[src/rtl/alu_ctrl_md.sv]
// alu_ctrl_md: EX-stage ALU control decoder with a multi-cycle multiply/divide
// sequencer, architectural HI/LO registers and a pipeline stall request.
// Decode is purely combinational. The MD sequencer runs one shift-add or
// restoring shift-subtract step per cycle on operand magnitudes and applies
// the sign fix-up in the DONE cycle, when HI/LO are written.

module alu_ctrl_md #(
    parameter int XLEN  = 32,
    parameter int CNT_W = 6
) (
    input  logic            clk,
    input  logic            rst_n,
    input  logic [1:0]      iALUOp,
    input  logic [5:0]      iIR_func,
    input  logic [5:0]      iIR_op,
    input  logic            iValid,
    input  logic            iFlush,
    input  logic [XLEN-1:0] iRs,
    input  logic [XLEN-1:0] iRt,
    output logic [3:0]      oALUctrl,
    output logic            oJR,
    output logic            oStall,
    output logic            oMDSel,
    output logic [XLEN-1:0] oMDResult,
    output logic [XLEN-1:0] oHI,
    output logic [XLEN-1:0] oLO
);

    typedef enum logic [1:0] {
        S_IDLE = 2'b00,
        S_BUSY = 2'b01,
        S_DONE = 2'b10
    } state_t;

    // ------------------------------------------------------------------
    // Helper functions
    // ------------------------------------------------------------------

    // R-type funct field to ALU op code; unknown functs fall back to add.
    function automatic logic [3:0] dec_rtype(input logic [5:0] f);
        logic [3:0] c;
        case (f)
            6'b100000: c = 4'd0;   // add
            6'b100010: c = 4'd1;   // sub
            6'b100100: c = 4'd2;   // and
            6'b100101: c = 4'd3;   // or
            6'b101010: c = 4'd4;   // slt
            6'b100110: c = 4'd5;   // xor
            6'b100111: c = 4'd6;   // nor
            6'b000000: c = 4'd7;   // sll
            6'b000010: c = 4'd8;   // srl
            6'b000011: c = 4'd9;   // sra
            default:   c = 4'd0;
        endcase
        return c;
    endfunction

    // I-type opcode to ALU op code; unknown opcodes fall back to add.
    function automatic logic [3:0] dec_itype(input logic [5:0] op);
        logic [3:0] c;
        case (op)
            6'b001000: c = 4'd0;   // addi
            6'b001100: c = 4'd2;   // andi
            6'b001101: c = 4'd3;   // ori
            6'b001010: c = 4'd4;   // slti
            6'b001110: c = 4'd5;   // xori
            default:   c = 4'd0;
        endcase
        return c;
    endfunction

    // Conditional two's-complement negation at datapath width.
    function automatic logic [XLEN-1:0] neg_if(input logic [XLEN-1:0] v, input logic n);
        return n ? -v : v;
    endfunction

    // Conditional two's-complement negation of a double-width product.
    function automatic logic [2*XLEN-1:0] neg_if2(input logic [2*XLEN-1:0] v, input logic n);
        return n ? -v : v;
    endfunction

    // ------------------------------------------------------------------
    // State
    // ------------------------------------------------------------------
    state_t             r_state;
    logic [CNT_W-1:0]   r_cnt;
    logic [XLEN-1:0]    r_hi;         // architectural HI
    logic [XLEN-1:0]    r_lo;         // architectural LO
    logic [XLEN-1:0]    r_hi_acc;     // product high half / partial remainder
    logic [XLEN-1:0]    r_lo_acc;     // multiplier shifting out / quotient shifting in
    logic [XLEN-1:0]    r_opnd;       // multiplicand magnitude / divisor magnitude
    logic               r_is_div;
    logic               r_neg_lo;     // negate product or quotient at the end
    logic               r_neg_hi;     // negate remainder at the end (dividend sign)
    logic               r_div0;       // divisor was zero

    // ------------------------------------------------------------------
    // Instruction classification
    // ------------------------------------------------------------------
    logic w_rtype;
    logic w_mult, w_multu, w_div, w_divu, w_mfhi, w_mflo;
    logic w_md_op, w_signed_op, w_mfx_v, w_start;
    logic w_idle, w_busy;

    assign w_rtype     = (iALUOp == 2'b01);
    assign w_mult      = w_rtype && (iIR_func == 6'b011000);
    assign w_multu     = w_rtype && (iIR_func == 6'b011001);
    assign w_div       = w_rtype && (iIR_func == 6'b011010);
    assign w_divu      = w_rtype && (iIR_func == 6'b011011);
    assign w_mfhi      = w_rtype && (iIR_func == 6'b010000);
    assign w_mflo      = w_rtype && (iIR_func == 6'b010010);
    assign w_md_op     = w_mult | w_multu | w_div | w_divu;
    assign w_signed_op = w_mult | w_div;
    assign w_mfx_v     = iValid & (w_mfhi | w_mflo);

    assign w_idle      = (r_state == S_IDLE);
    assign w_busy      = (r_state == S_BUSY);

    // Start is masked while reset is held so a still-presented MD op cannot
    // raise the stall during an asynchronous clear.
    assign w_start     = rst_n & iValid & w_md_op & ~iFlush & w_idle;

    // Decode: ALU op code from ALUOp class and funct/opcode fields
    always_comb begin
        oALUctrl = 4'd0;
        case (iALUOp)
            2'b00:   oALUctrl = 4'd0;
            2'b10:   oALUctrl = 4'd1;
            2'b01:   oALUctrl = dec_rtype(iIR_func);
            2'b11:   oALUctrl = dec_itype(iIR_op);
            default: oALUctrl = 4'd0;
        endcase
    end

    assign oJR = w_rtype && (iIR_func == 6'b001000);

    // ------------------------------------------------------------------
    // Operand magnitudes captured at start
    // ------------------------------------------------------------------
    logic            w_rs_neg, w_rt_neg;
    logic [XLEN-1:0] w_rs_mag, w_rt_mag;

    assign w_rs_neg = w_signed_op & iRs[XLEN-1];
    assign w_rt_neg = w_signed_op & iRt[XLEN-1];
    assign w_rs_mag = neg_if(iRs, w_rs_neg);
    assign w_rt_mag = neg_if(iRt, w_rt_neg);

    // ------------------------------------------------------------------
    // Iteration datapath
    // ------------------------------------------------------------------
    // Shift-add: add the multiplicand when the multiplier LSB is set, then
    // shift {carry, sum, multiplier} right by one.
    logic [XLEN:0]   w_mul_sum;
    assign w_mul_sum = {1'b0, r_hi_acc} + (r_lo_acc[0] ? {1'b0, r_opnd} : {(XLEN+1){1'b0}});

    // Restoring divide: shift the next dividend bit into the remainder and
    // subtract the divisor when it fits. If the shifted-out bit is set the
    // divisor always fits, and the low XLEN bits of the difference are exact.
    logic [XLEN:0]   w_div_shift;
    logic [XLEN-1:0] w_div_diff;
    logic            w_div_ge;
    assign w_div_shift = {r_hi_acc, r_lo_acc[XLEN-1]};
    assign w_div_ge    = (w_div_shift >= {1'b0, r_opnd});
    assign w_div_diff  = w_div_shift[XLEN-1:0] - r_opnd;

    // ------------------------------------------------------------------
    // Sign fix-up for the DONE cycle
    // ------------------------------------------------------------------
    logic [2*XLEN-1:0] w_prod;
    logic [XLEN-1:0]   w_quo, w_rem, w_fin_hi, w_fin_lo;

    assign w_prod   = neg_if2({r_hi_acc, r_lo_acc}, r_neg_lo);
    // Divide by zero leaves the dividend magnitude as remainder; restoring its
    // sign gives back the original dividend, and the quotient is forced to ones.
    assign w_quo    = r_div0 ? {XLEN{1'b1}} : neg_if(r_lo_acc, r_neg_lo);
    assign w_rem    = neg_if(r_hi_acc, r_neg_hi);
    assign w_fin_hi = r_is_div ? w_rem : w_prod[2*XLEN-1:XLEN];
    assign w_fin_lo = r_is_div ? w_quo : w_prod[XLEN-1:0];

    // MD sequencer FSM: start/latch, iterate, write HI/LO
    always_ff @(posedge clk or negedge rst_n) begin
        if (!rst_n) begin
            r_state  <= S_IDLE;
            r_cnt    <= '0;
            r_hi     <= '0;
            r_lo     <= '0;
            r_hi_acc <= '0;
            r_lo_acc <= '0;
            r_opnd   <= '0;
            r_is_div <= 1'b0;
            r_neg_lo <= 1'b0;
            r_neg_hi <= 1'b0;
            r_div0   <= 1'b0;
        end else begin
            case (r_state)
                S_IDLE: begin
                    if (w_start) begin
                        r_is_div <= w_div | w_divu;
                        r_neg_lo <= w_rs_neg ^ w_rt_neg;
                        r_neg_hi <= w_rs_neg;
                        r_div0   <= (iRt == '0);
                        r_hi_acc <= '0;
                        if (w_div | w_divu) begin
                            r_lo_acc <= w_rs_mag;
                            r_opnd   <= w_rt_mag;
                        end else begin
                            r_lo_acc <= w_rt_mag;
                            r_opnd   <= w_rs_mag;
                        end
                        r_cnt    <= CNT_W'(XLEN);
                        r_state  <= S_BUSY;
                    end
                end
                S_BUSY: begin
                    if (iFlush) begin
                        r_cnt   <= '0;
                        r_state <= S_IDLE;
                    end else begin
                        if (r_is_div) begin
                            r_hi_acc <= w_div_ge ? w_div_diff : w_div_shift[XLEN-1:0];
                            r_lo_acc <= {r_lo_acc[XLEN-2:0], w_div_ge};
                        end else begin
                            r_hi_acc <= w_mul_sum[XLEN:1];
                            r_lo_acc <= {w_mul_sum[0], r_lo_acc[XLEN-1:1]};
                        end
                        r_cnt <= r_cnt - CNT_W'(1);
                        if (r_cnt == CNT_W'(1)) begin
                            r_state <= S_DONE;
                        end
                    end
                end
                S_DONE: begin
                    r_hi    <= w_fin_hi;
                    r_lo    <= w_fin_lo;
                    r_state <= S_IDLE;
                end
                default: begin
                    r_state <= S_IDLE;
                end
            endcase
        end
    end

    // ------------------------------------------------------------------
    // Pipeline-facing outputs
    // ------------------------------------------------------------------
    // mfhi/mflo seen outside IDLE must wait for the pending HI/LO write.
    assign oStall    = w_start | w_busy | (w_mfx_v & ~w_idle);
    assign oMDSel    = w_mfx_v & w_idle;
    assign oMDResult = oMDSel ? (w_mfhi ? r_hi : r_lo) : '0;
    assign oHI       = r_hi;
    assign oLO       = r_lo;

endmodule

[config.mk]
export PLATFORM = sky130hd
export DESIGN_NAME = alu_ctrl_md
export DESIGN_NICKNAME = d
export VERILOG_FILES = /design/src/rtl/alu_ctrl_md.sv
export SDC_FILE = /design/constraint.sdc
export NUM_CORES = 1
export LEC_CHECK = 0
export ABC_AREA = 1
export BUFFER_PORTS_ARGS = -buffer_cell sky130_fd_sc_hd__buf_4
export CORE_ASPECT_RATIO = 1.4
export CORE_UTILIZATION = 35
export CTS_CLUSTER_SIZE = 8
export DETAILED_ROUTE_END_ITERATION = 8
export SLEW_MARGIN = 20
export SYNTH_ARGS = -nofsm -noshare
export SYNTH_HDL_FRONTEND = slang
export SYNTH_SLANG_ARGS = --single-unit
[constraint.sdc]
create_clock -name clk -period 2.6 [get_ports clk]
set_clock_uncertainty 0.05 [all_clocks]
set_input_delay 0 -clock clk [delete_from_list [all_inputs] [get_ports clk]]
set_output_delay 0 -clock clk [all_outputs]
set_load 0.005 [all_outputs]
# Yosys cells after proc, flatten, opt, wreduce, memory -nomap -nowiden
# Index checks and enable logic that the tools add are counted.
[classes] magnitude_cmp=1 n_reduce_logical=16 mux=32 eq_ne=28 n_addsub=8 bitwise=20
[ops] op="$mux 32" n=19
[ops] op="$neg 32->32" n=4
[ops] op="$pmux 32 s2" n=2
[ops] op="$mux 64" n=1
[ops] op="$neg 64->64" n=1
[ops] op="$eq 6x5->1 const B" n=6
[ops] op="$eq 6x6->1 const B" n=6
[ops] op="$pmux 4 s9" n=1
[ops] op="$add 32x32->33" n=1
[ops] op="$ge 33x32->1" n=1
[ops] op="$logic_not 32->1" n=1
[ops] op="$sub 32x32->32" n=1
[ops] op="$eq 6x4->1 const B" n=5
[ops] op="$pmux 4 s4" n=1
[ops] op="$eq 6x2->1 const B" n=2
[ops] op="$mux 6" n=2
[ops] op="$pmux 3 s4" n=1
[ops] op="$pmux 6 s2" n=1
[ops] op="$and 1x1->1" n=9
[ops] op="$or 1x1->1" n=8
[ops] op="$logic_and 1x1->1" n=7
[ops] op="$eq 2x2->1 const B" n=3
[ops] op="$eq 6x1->1 const B" n=1
[ops] op="$logic_not 6->1" n=1
[ops] op="12 further kinds" n=20
[word_totals] input_bits=82 regBits=172 out_inout_bits=103 elab_cells=116

# Depth between registers and ports, before layout
[depth] depth_word=10 depth_mapped=20 mapped_depth_nobuf=18

# Worst setup path after synthesis
# OpenSTA, ideal clock, no wires.
[synth_timing] kind="register -> register" startpoint="register r_lo_acc[0]" endpoint="register r_hi_acc[29]" setup_time_ns=0.116 stages_incl_launch_ff=20 t_arrival_ns=2.280 path_slack_ns=0.153 n_path_buf=2 t_required_ns=2.434 synth_period_minus_slack_ns=2.447 path_cell_list="dfrtp_1 buf_2 clkbuf_1 nand2_1 inv_1 ha_1 inv_1 fa_1 inv_1 nand2_1 nand3_1 nand2_1 nand2_1 nand3_1 nand3_1 nand3_1 nand2_1 inv_1 nand2_1 nand2_1"
[synth_via] elab_chain_len=5
[synth_lines] item="from (decl)" line_no="90" source="logic [XLEN-1:0] r_lo_acc;"
[synth_lines] item="from (signal assigned)" line_no="204" source="r_lo_acc <= w_rs_mag;"
[synth_lines] item="from (signal assigned)" line_no="207" source="r_lo_acc <= w_rt_mag;"
[synth_lines] item="from (signal assigned)" line_no="221" source="r_lo_acc <= {r_lo_acc[XLEN-2:0], w_div_ge};"
[synth_lines] item="$mux 32" line_no="154" source="assign w_mul_sum = {1'b0, r_hi_acc} + (r_lo_acc[0] ? {1'b0, r_opnd} : {(XLEN+1){1'b0}});"
[synth_lines] item="$add 32x32->33" line_no="154"
[synth_lines] item="$mux 32" line_no="219" source="if (r_is_div) begin"
[synth_lines] item="$mux 32" line_no="215" source="if (iFlush) begin"
[synth_lines] item="$pmux 32 s2" line_no="195" source="case (r_state)"
[synth_lines] item="to (signal assigned)" line_no="220" source="r_hi_acc <= w_div_ge ? w_div_diff : w_div_shift[XLEN-1:0];"
[synth_lines] item="to (signal assigned)" line_no="223" source="r_hi_acc <= w_mul_sum[XLEN:1];"
[synth_lines] item="to (decl)" line_no="89" source="logic [XLEN-1:0] r_hi_acc;"
# No other way between the ends. The select of a mux whose other input is x is not followed.
# A chain may end at the register's enable or synchronous reset.

# Worst setup path after layout
[layout_timing] startpoint="register r_opnd[30]" endpoint="register r_hi_acc[23]"
[layout_via] elab_chain_len=5
[layout_lines] item="from (decl)" line_no="91" source="logic [XLEN-1:0] r_opnd;"
[layout_lines] item="from (signal assigned)" line_no="205" source="r_opnd <= w_rt_mag;"
[layout_lines] item="from (signal assigned)" line_no="208" source="r_opnd <= w_rs_mag;"
[layout_lines] item="$ge 33x32->1" line_no="163" source="assign w_div_ge = (w_div_shift >= {1'b0, r_opnd});"
[layout_lines] item="$mux 32" line_no="220"
[layout_lines] item="$mux 32" line_no="219"
[layout_lines] item="$mux 32" line_no="215"
[layout_lines] item="$pmux 32 s2" line_no="195"
# No other way between the ends. The select of a mux whose other input is x is not followed.

==> impl_metrics.env <==
export IMPL_status="finished, final reports clean"
export IMPL_cts_sinks=172
export IMPL_via_per_inst=5.19
export IMPL_final_hold_viol_count=0
export IMPL_critPathTopFamily="simple AND/OR/NAND/NOR gates"
export IMPL_dp_hpwl_mm=69.0
export IMPL_worst_path_buf_inv=3
export IMPL_yosys_warnings=0
export IMPL_hold_path_class="in -> reg"
export IMPL_max_slew_margin=0.506
export IMPL_fill_cells=5658
export IMPL_peakVddDrop_v=0.000426
export IMPL_drc=0
export IMPL_nNetsFinal=3788
export IMPL_period_share=0.969
export IMPL_rsz0062_at_grt="true"
export IMPL_drv_slew=0
export IMPL_dieWidth_um=197
export IMPL_fin_setup_tns_ps=0
export IMPL_synthDistinctLibCells=52
export IMPL_crit_path_max_fanout=8
export IMPL_power_frac_clock=0.299
export IMPL_cts_tree="done"
export IMPL_drtAntennaViolNets=0
export IMPL_rows=99
export IMPL_start_util=0.356
export IMPL_period_needed_ps=2520
export IMPL_num_vias=22597
export IMPL_core_area_um2=52400
export IMPL_path_cells="inv_1 > ha_1 > buf_4 > nand2_1 > nand2_1 > nand2_1 > nand2_1 > a21oi_2 > nand2_2 > nor2_4 > nand2_8 > buf_4 > nand2_1 > nand3_1 > nand3_1 > nand2_1"
export IMPL_cts_path_max_buffers=2
export IMPL_wl_mm=84.6
export IMPL_place_congestion=1.01
export IMPL_syn_cell_area_um2=18700
export IMPL_power_density_nw_per_um2=394
export IMPL_grt_pass1_wl_mm=125
export IMPL_final_common_cell="nand2_1"
export IMPL_grt_max_degree=124
export IMPL_critPathLaunchType="register"
export IMPL_worst_slack_ps=80.1
export IMPL_crit_required_ps=2910
export IMPL_hold_slack_ps=32.1
export IMPL_fp_dieH_um=275
export IMPL_dp_worst_setup_slack_ps=-46.1
export IMPL_area_growth_pct=28.8
export IMPL_crit_top_cell="nand2_1"
export IMPL_die_area_um2=54300
export IMPL_cts_htree_levels=4
export IMPL_cp_arrival_ps=2830
export IMPL_synth_edff_count=0
export IMPL_drive_above_1_share=0.165
export IMPL_clk_latency_ps=470
export IMPL_portBuffers=184
export IMPL_synthCells=3246
export IMPL_routedWlPerCell_um=19.4
export IMPL_use_met1=0.374
export IMPL_synth_ff_type="dfrtp_1"
export IMPL_synth_fp_nets=3400
export IMPL_clockRootBuffer="clkbuf_16"
export IMPL_crit_type="reg -> reg"
export IMPL_setup_violations=0
export IMPL_p_int_mw=5.56
export IMPL_cp_slowest_cell="dfrtp_1"
export IMPL_numCtsBuffers=17
export IMPL_ys_ff_latch=172
export IMPL_avgSynthCellArea_um2=5.75
export IMPL_async_flop_share=1.00
export IMPL_grt_usage=0.306
export IMPL_diodes=0
export IMPL_synth_top_area_frac=0.231
export IMPL_synth_top_area_cell="dfrtp_1"
export IMPL_yosysSeqAreaShare=0.231
export IMPL_final_cell_mix="nand2_1, inv_1, buf_4"
export IMPL_grt_util_met3=0.0215
export IMPL_drt_pass1_iter_count=6
export IMPL_overflow=0
export IMPL_power_share_sequential=0.334
export IMPL_busiest_layer="met2"
export IMPL_io_pins=185
export IMPL_grt_pass1_vias=20973
export IMPL_antenna_found_initial=0
export IMPL_p_leak_nw=12.7
export IMPL_clock_fmax_ghz=0.397
export IMPL_p_sw_frac=0.413
export IMPL_switching_power_mw=3.91
export IMPL_pwr_share_comb=0.367
export IMPL_max_cap_violations=0
export IMPL_drt_iter0_drc=1899
export IMPL_path_clk_slew_ps=90
export IMPL_worstMarginPinSlew_ps=741
export IMPL_use_met2=0.523
export IMPL_yosys_top_cells_area="dfrtp_1, nand2_1, inv_1"
export IMPL_end_kind="register"
export IMPL_slowest_delay_ps=410
[what timing repair did]
action / in CTS / in global routing
hold buffers: 53 / 0
endpoints found under the setup margin: 3 / 43
pin swaps: 0 / 9
setup buffers: 0 / 7
gates cloned: 0 / 2
gates resized for setup: 4 / 104
endpoints found under the hold margin: 205 / 0
[worst min-delay path, cell delays in order]
cell and delay (ps):
buf_4 110, inv_1 100, xor2_1 110, a22oi_1 130
o21ai_1 80
[stage by stage]
stage	power [mW]	area, µm²	instances	utilization
2_1_floorplan	4.95	18700	3246	-
3_3_place_gp	6.43	22300	4260	0.425
3_5_place_dp	6.43	22300	4260	0.425
4_1_cts	9.35	23500	4345	0.448
5_1_grt	9.96	24000	4354	0.459
6_report	9.47	24000	4354	0.459
[layer usage]
| layer | routed length (µm) | vias to the layer above |
|---|---|---|
| met2 | 41100 | 760 |
| met4 | 5430 | 0 |
| li1 | - | 11172 |
| met1 | 34200 | 10484 |
| met3 | 3840 | 181 |
| met5 | 0 | - |
[power by group through the flow]
stage | logic (mW) | clock network [mW] | registers [mW]
2_1_floorplan | 1.84 | 0 | 3.12
3_3_place_gp | 3.23 | 0 | 3.20
3_5_place_dp | 3.23 | 0 | 3.20
4_1_cts | 3.31 | 2.88 | 3.15
5_1_grt | 3.81 | 2.97 | 3.18
6_report | 3.48 | 2.83 | 3.16
[synth_stat cells, drive strengths merged, types with 38 or more instances]
cell / instances
a21oi: 193
xor2: 66
buf: 38
nor2: 403
ha: 70
clkbuf: 65
nand2: 987
inv: 496
o21ai: 186
nand4: 59
dfrtp: 172
nand3: 330
[path summary, 6_finish.rpt]
| check | start | end | slack (ps) | cells after the start |
|---|---|---|---|---|
| min in group asynchronous | rst_n | r_state[1] | 230 | 3 |
| min | iRs[2] | r_opnd[2] | 30 | 5 |
| max | r_opnd[30] | r_hi_acc[23] | 80 | 16 |
| min reg2reg | r_state[1] | r_state[1] | 470 | 1 |
| max reg2reg | r_opnd[30] | r_hi_acc[23] | 80 | 16 |
| max in group asynchronous | rst_n | r_lo_acc[0] | 1650 | 3 |
[cell type report]
type                       count  area [µm²]  area share
clock buffer                  17         425      0.0177
clock inverter                15         218     0.00906
inverter                     498        1870      0.0779
multi-input combinational   2474       12600       0.523
sequential                   172        4310       0.179
tap                          707         885      0.0368
timing repair buffer         471        3770       0.157
[sequential cells by signal, summed over array words and instances (netlist names)]
name      cells
oLO          32
r_lo_acc     32
r_div0        1
r_hi_acc     32
oHI          32
r_opnd       32
r_state       2
r_cnt         6
r_neg_hi      1
r_is_div      1
r_neg_lo      1
[cells by family (layout without fill, tap and decap cells)]
kind of cell    count (synthesis)  count (layout)  share of synthesized area
compound gates                474             474                      0.140
flops                         172             172                      0.231
xor+xnor                       80              80                     0.0375
buf+inv                       601            1001                      0.125
fa+ha+maj                      72              72                     0.0491
simple gates                 1847            1848                      0.418
Note: power is estimated with default switching activity, not from simulation.
